<file path="config.mk">
export PLATFORM = sky130hd
export DESIGN_NAME = fb_port_arbiter
export DESIGN_NICKNAME = d
export VERILOG_FILES = /design/src/rtl/fb_port_arbiter_pkg.sv /design/src/rtl/fb_wr_fifo.sv /design/src/rtl/fb_port_arbiter.sv
export SDC_FILE = /design/constraint.sdc
export NUM_CORES = 1
export LEC_CHECK = 0
export ABC_AREA = 1
export BUFFER_PORTS_ARGS = -buffer_cell sky130_fd_sc_hd__buf_4
export CORE_MARGIN = 5
export CORE_UTILIZATION = 44
export DETAILED_ROUTE_END_ITERATION = 16
export PLACE_DENSITY = 0.73
export SYNTH_ARGS = -nofsm -noshare
export SYNTH_HDL_FRONTEND = slang
export SYNTH_SLANG_ARGS = --single-unit
</file>
<file path="constraint.sdc">
create_clock -name clk_in -period 4.2 [get_ports clk_in]
set_input_delay 0.21 -clock clk_in [delete_from_list [all_inputs] [get_ports clk_in]]
set_output_delay 0.21 -clock clk_in [all_outputs]
set_load 0.01 [all_outputs]
</file>
<file path="src/rtl/fb_port_arbiter_pkg.sv">
// Shared definitions for the frame-buffer port arbiter: FSM encoding, default
// port widths and the bit layout of one packed upper/lower RGB pixel pair.
package fb_port_arbiter_pkg;

  localparam int DEF_ADDR_WIDTH = 15;
  localparam int DEF_DATA_WIDTH = 48;

  localparam int PIXEL_BITS      = 8;
  localparam int UPPER_R_OFFSET  = 40;
  localparam int UPPER_G_OFFSET  = 32;
  localparam int UPPER_B_OFFSET  = 24;
  localparam int LOWER_R_OFFSET  = 16;
  localparam int LOWER_G_OFFSET  = 8;
  localparam int LOWER_B_OFFSET  = 0;

  typedef enum logic [1:0] {
    ST_IDLE  = 2'd0,
    ST_SERVE = 2'd1,
    ST_DRAIN = 2'd2
  } arbState_e;

  typedef struct packed {
    logic [PIXEL_BITS-1:0] upperR;
    logic [PIXEL_BITS-1:0] upperG;
    logic [PIXEL_BITS-1:0] upperB;
    logic [PIXEL_BITS-1:0] lowerR;
    logic [PIXEL_BITS-1:0] lowerG;
    logic [PIXEL_BITS-1:0] lowerB;
  } pixelPair_t;

  function automatic pixelPair_t unpackPair(input logic [DEF_DATA_WIDTH-1:0] raw);
    return pixelPair_t'(raw);
  endfunction

endpackage

</file>
<file path="src/rtl/fb_wr_fifo.sv">
// Small synchronous FIFO that buffers loader writes ({address, data}) until the
// scanner leaves a free RAM cycle. Head entry is visible combinationally.
module fb_wr_fifo #(
  parameter int WIDTH = 63,
  parameter int DEPTH = 4
) (
  input  logic                     clk_i,
  input  logic                     rst_i,
  input  logic                     push_i,
  input  logic                     pop_i,
  input  logic [WIDTH-1:0]         wrData_i,
  output logic [WIDTH-1:0]         rdData_o,
  output logic [$clog2(DEPTH):0]   count_o,
  output logic                     full_o,
  output logic                     empty_o
);

  localparam int PTR_W = $clog2(DEPTH);
  localparam int CNT_W = PTR_W + 1;

  logic [WIDTH-1:0] mem_q [DEPTH];
  logic [PTR_W-1:0] wrPtr_q;
  logic [PTR_W-1:0] rdPtr_q;
  logic [CNT_W-1:0] count_q;
  logic             doPush;
  logic             doPop;

  assign doPush   = push_i && !full_o;
  assign doPop    = pop_i && !empty_o;
  assign full_o   = (count_q == CNT_W'(DEPTH));
  assign empty_o  = (count_q == '0);
  assign count_o  = count_q;
  assign rdData_o = mem_q[rdPtr_q];

  // Pointers wrap naturally because DEPTH is a power of two.
  always_ff @(posedge clk_i or posedge rst_i) begin
    if (rst_i) begin
      wrPtr_q <= '0;
      rdPtr_q <= '0;
      count_q <= '0;
    end else begin
      if (doPush) wrPtr_q <= wrPtr_q + PTR_W'(1);
      if (doPop)  rdPtr_q <= rdPtr_q + PTR_W'(1);
      case ({doPush, doPop})
        2'b10:   count_q <= count_q + CNT_W'(1);
        2'b01:   count_q <= count_q - CNT_W'(1);
        default: count_q <= count_q;
      endcase
    end
  end

  always_ff @(posedge clk_i) begin
    if (doPush) mem_q[wrPtr_q] <= wrData_i;
  end

endmodule

</file>
<file path="src/rtl/fb_port_arbiter.sv">
// Arbitrates one single-port image RAM between the display scanner (absolute
// priority, fixed 2-cycle read latency) and a buffered loader write stream.
module fb_port_arbiter
  import fb_port_arbiter_pkg::*;
#(
  parameter int ADDR_WIDTH = DEF_ADDR_WIDTH,
  parameter int DATA_WIDTH = DEF_DATA_WIDTH,
  parameter int FIFO_DEPTH = 4,
  parameter int STARVE_MAX = 64
) (
  input  logic                  clk_in,
  input  logic                  rst,
  input  logic                  scan_req,
  input  logic [ADDR_WIDTH-1:0] scan_addr,
  output logic                  scan_valid,
  output logic [DATA_WIDTH-1:0] scan_data,
  input  logic                  wr_valid,
  output logic                  wr_ready,
  input  logic [ADDR_WIDTH-1:0] wr_addr,
  input  logic [DATA_WIDTH-1:0] wr_data,
  input  logic                  flush,
  output logic                  flush_done,
  output logic                  wr_starved,
  output logic [ADDR_WIDTH-1:0] ram_addr,
  output logic                  ram_we,
  output logic [DATA_WIDTH-1:0] ram_wdata,
  input  logic [DATA_WIDTH-1:0] ram_rdata
);

  localparam int CNT_W    = $clog2(FIFO_DEPTH) + 1;
  localparam int STARVE_W = $clog2(STARVE_MAX + 1);
  localparam int ENTRY_W  = ADDR_WIDTH + DATA_WIDTH;
  localparam logic [STARVE_W-1:0] STARVE_LIM = STARVE_W'(STARVE_MAX);

  arbState_e             state_q;
  logic [ADDR_WIDTH-1:0] ramAddr_q;
  logic                  ramWe_q;
  logic [DATA_WIDTH-1:0] ramWdata_q;
  logic [1:0]            readPipe_q;
  logic                  flushDone_q;
  logic [STARVE_W-1:0]   starveCnt_q;
  logic                  starved_q;

  logic [ENTRY_W-1:0]    headEntry;
  logic [ADDR_WIDTH-1:0] headAddr;
  logic [DATA_WIDTH-1:0] headData;
  logic [CNT_W-1:0]      fifoCount;
  logic [CNT_W-1:0]      countNext_d;
  logic                  fifoFull;
  logic                  fifoEmpty;
  logic                  doPush;
  logic                  doPop;
  logic                  drainActive;
  logic                  blocked;

  fb_wr_fifo #(
    .WIDTH (ENTRY_W),
    .DEPTH (FIFO_DEPTH)
  ) u_wr_fifo (
    .clk_i    (clk_in),
    .rst_i    (rst),
    .push_i   (doPush),
    .pop_i    (doPop),
    .wrData_i ({wr_addr, wr_data}),
    .rdData_o (headEntry),
    .count_o  (fifoCount),
    .full_o   (fifoFull),
    .empty_o  (fifoEmpty)
  );

  assign {headAddr, headData} = headEntry;

  // A full FIFO pops before it can accept, so ready depends only on registered state.
  assign wr_ready    = !fifoFull && (state_q != ST_DRAIN);
  assign doPush      = wr_valid && wr_ready;
  assign doPop       = !scan_req && !fifoEmpty;
  assign countNext_d = fifoCount + CNT_W'(doPush) - CNT_W'(doPop);
  assign drainActive = flush || (state_q == ST_DRAIN);
  assign blocked     = scan_req && !fifoEmpty;

  always_ff @(posedge clk_in or posedge rst) begin
    if (rst) begin
      state_q     <= ST_IDLE;
      ramAddr_q   <= '0;
      ramWe_q     <= 1'b0;
      ramWdata_q  <= '0;
      readPipe_q  <= '0;
      flushDone_q <= 1'b0;
      starveCnt_q <= '0;
      starved_q   <= 1'b0;
    end else begin
      ramWe_q     <= 1'b0;
      flushDone_q <= 1'b0;
      readPipe_q  <= {readPipe_q[0], scan_req};

      if (scan_req) begin
        ramAddr_q <= scan_addr;
      end else if (doPop) begin
        ramAddr_q  <= headAddr;
        ramWdata_q <= headData;
        ramWe_q    <= 1'b1;
      end

      // Drain ends in the cycle whose pop leaves the FIFO empty.
      if (drainActive) begin
        if (countNext_d == '0) begin
          flushDone_q <= 1'b1;
          state_q     <= ST_IDLE;
        end else begin
          state_q     <= ST_DRAIN;
        end
      end else begin
        case (state_q)
          ST_IDLE:  if (scan_req || !fifoEmpty) state_q <= ST_SERVE;
          ST_SERVE: if (!scan_req && fifoEmpty) state_q <= ST_IDLE;
          default:  state_q <= ST_IDLE;
        endcase
      end

      if (doPop) begin
        starveCnt_q <= '0;
      end else if (blocked && (starveCnt_q != STARVE_LIM)) begin
        starveCnt_q <= starveCnt_q + STARVE_W'(1);
      end

      if (blocked && (starveCnt_q == STARVE_LIM - STARVE_W'(1))) starved_q <= 1'b1;
    end
  end

  assign ram_addr   = ramAddr_q;
  assign ram_we     = ramWe_q;
  assign ram_wdata  = ramWdata_q;
  assign scan_valid = readPipe_q[1];
  assign scan_data  = ram_rdata;
  assign flush_done = flushDone_q;
  assign wr_starved = starved_q;

endmodule

</file>
==> impl_summary.txt <==
----------------------------------------------------
[Floorplan]
  Number of ports placed on the die boundary ... approximately 250
  Chip height ... 186 um
  Total number of placement rows ... 64
  Core Region ... about 0.03 mm^2
  Starting Density ... approximately 45%
  Floorplan die area ... approximately 0.034 mm^2
  Die width ... ~190 um

[Global routing]
  Total Routing Usage GR ... 17.6%
  Via count of the first global-routing pass ... 9074
  Gr ovfl total ... 0
  Wire length of the first global-routing pass ... 48000 um
  Initial antenna violation count ... 1
  Pin count of the biggest net entering global routing ... 79

[Layout]
  Leading cell types in the layout, fill and taps excluded ... sky130_fd_sc_hd__nor2_1, sky130_fd_sc_hd__edfxtp_1, sky130_fd_sc_hd__buf_4
  # fillers ... 2477
  Final-stage net count ... 1486
  Fraction of final layout cells with drive strength greater than 1 ... approximately 17%
  Layout area overhead ... 22.7%
  Leading cell type in the layout, fill and taps excluded ... sky130_fd_sc_hd__nor2_1

[Power and ir drop]
  Static leakage power ... between 6 and 7 nW
  Maximum ir drop on the vdd rail ... about 440 uV
  Power density normalized to cell area ... a little under 700 mW/mm^2

[Min path]
  Worst hold-check path type ... input pin to register

[Drt]
  Number of vias per cell ... about 5.0
  Final routed wire length divided by cell count ... approximately 17 um
  First DRT Iteration DRCs ... roughly 550
  Overall via count from detail_route ... just under 9000
  Post-detailed-route count of antenna-violating nets ... 0
  Post-detailed-routing wire length ... 30400 um
  1st-pass router iterations ... 5
  DRC viols ... 0

[Synth]
  Syn avg cell area ... roughly 12 um^2
  Count of yosys warnings during synthesis ... 0
  Register bit total from synthesis ... approximately 340
  Netlist area before placement ... roughly 0.014 mm^2
  Post-Synthesis Cells ... ~1200
  Post-synth net total ... between 1000 and 1500
  Sequential area share after synthesis ... 71.2%
  Count of unique library cells instantiated by Yosys ... 26

[Setup path]
  Worst-case register-to-register setup slack ... between 1.5 and 2 ns
  Required time of the worst setup path ... 4.58 ns
  Worst Path Class, Setup ... register to register
  Endpoint class of the critical path ... register
  Type of element launching the critical path ... register
  Maximum fanout count along the critical path ... 54
  Arrival @ worst endpoint ... just over 3 ns

[Status]
  Result of the run ... completed

[Clock network]
  CTS clock-pin slew for the worst setup and hold paths ... 0.06 ns
  Clock buffers created by TritonCTS ... 36
  TritonCTS clock tree ... done
  Clock sink total ... 336
  Root Driver ... sky130_fd_sc_hd__clkbuf_16
  Later-pin clock latency in the skew report ... approximately 0.51 ns
  H-tree levels ... 2
  Count of hold buffers inserted by post-cts repair ... 75
  Number of buffers on the longest clock path ... 3
  Post-cts gate resize count ... 0
  Post-CTS repair timing setup buffer count ... 0

[STA]
  Setup TNS ... 0 ns
  Clock Skews ... ~0.023 ns
  Slew at the pin closest to its max-slew limit ... around 0.88 ns
  Total count of max-transition violations in the final report ... 0
  Maximum operating frequency ... between 300 and 400 MHz
  Count of endpoints failing setup in the final report ... 0
  Min setup slack post-route ... 1.56 ns
  Unrepaired setup endpoints after global routing ... no
  Slew Limit Headroom ... around two fifths
  Hold violation count in the final report ... 0
  Post-route clock period utilization ... 62.9%
  Final min period ... approximately 2.6 ns

[Placed design]
  Place WS ... 1.53 ns
  Global placement routability congestion ... between 0.7 and 0.8
  Final HPWL from detailed placement ... between 15000 and 20000 um
  Port buffer count ... 150

[Run]
  Maximum capacitance violations ... 0

----------------------------------------------------
==> report_power, final <==
group	leakage [nW]	switching, mW	internal (mW)
sequential	3.26	0.471	4.34
combinational	2.62	2.01	1.23
clock	0.593	1.23	1.93
total	6.47	3.71	7.49
==> sequential cells by signal (all words and copies together), names as in the netlist <==
register           flops
starveCnt_q            7
wr_starved             1
ram_wdata             48
u_wr_fifo.mem_q      252
u_wr_fifo.wrPtr_q      2
u_wr_fifo.count_o      3
ram_we                 1
flush_done             1
u_wr_fifo.rdPtr_q      2
readPipe_q             2
ram_addr              15
state_q                2
==> kinds of logic after synthesis <==
kind of cell	Yosys count	synth area share, %
compound gates	205	7.89
buf+inv	159	6.49
xor+xnor	7	0.451
simple gates	454	13.0
fa+ha+maj	10	1.03
flops	336	71.2
==> layout make-up <==
type / count / area [um^2] / area share (%)
antenna: 1 / 2.50 / 0.0150
clock buffer: 49 / 1000 / 6.01
timing repair buffer: 240 / 2010 / 12.1
multi-input combinational: 676 / 3060 / 18.4
sequential: 336 / 9680 / 58.1
tap: 396 / 495 / 2.97
inverter: 55 / 214 / 1.28
clock inverter: 17 / 198 / 1.19
==> routing by layer <==
metal	global-route usage [%]	part of all wire, %	vias to the layer above
met5	0	0	-
met2	30.9	50	252
li1	-	-	4259
met3	3.30	6.0	92
met4	6.56	3.4	0
met1	21.7	40	4208
==> critical path, cell delays in order (launching register included) <==
cell,delay [ns]
sky130_fd_sc_hd__dfrtp_1,0.44
sky130_fd_sc_hd__nor2_4,0.20
sky130_fd_sc_hd__nand2_2,0.09
sky130_fd_sc_hd__nand2_4,0.56
sky130_fd_sc_hd__inv_4,0.05
sky130_fd_sc_hd__nand2_1,0.12
sky130_fd_sc_hd__o21ai_0,0.10
sky130_fd_sc_hd__ha_1,0.21
sky130_fd_sc_hd__fa_1,0.43
sky130_fd_sc_hd__nor2_1,0.09
sky130_fd_sc_hd__nand3_1,0.10
sky130_fd_sc_hd__o21ai_0,0.08
sky130_fd_sc_hd__inv_1,0.05
==> stage by stage <==
step | hold WS (ns) | instance area [um^2] | std cells | util, % | power [mW]
final | 0.0210 | 16700 | 1770 | 54.6 | 11.2
after detailed placement | 0.336 | 14700 | 1628 | 48.2 | 8.08
after global routing | 0.0324 | 16700 | 1770 | 54.6 | 12.0
after CTS | 0.00569 | 16700 | 1769 | 54.6 | 11.3
after floorplan | 0.241 | 13600 | 1171 | - | 6.90
after global placement | 0.334 | 14700 | 1628 | 48.2 | 7.98
==> Yosys cell counts (all sizes together) <==
library cell    n  area share [%]
buf            88             4.5
nand2          92             2.6
xnor2           2            0.13
ha              8            0.74
clkbuf         16            0.44
xor2            5            0.32
o21bai          3            0.17
inv            55             1.5
nand3          24            0.92
nor2          338             9.4
edfxtp        252              56
o211ai         15            0.83
dfrtp          84              15
a21oi          51             1.9
fa              2            0.29
o21ai         136             5.0
==> final timing paths <==
check / cells after the start / startpoint / to
setup / recovery: 12 / u_wr_fifo.count_o[2]$_DFFE_PP0P_ / state_q[1]$_DFFE_PP0P_
hold / removal: 5 / scan_addr[12] / ram_addr[12]$_DFFE_PP0P_
setup reg to reg: 12 / u_wr_fifo.count_o[2]$_DFFE_PP0P_ / state_q[1]$_DFFE_PP0P_
hold reg to reg: 0 / readPipe_q[0]$_DFF_PP0_ / readPipe_q[1]$_DFF_PP0_
max in group asynchronous: 4 / rst / u_wr_fifo.rdPtr_q[1]$_DFFE_PP0P_
min in group asynchronous: 3 / rst / ram_wdata[7]$_DFFE_PP0P_
No activity file was read; power rests on OpenSTA's default activity.
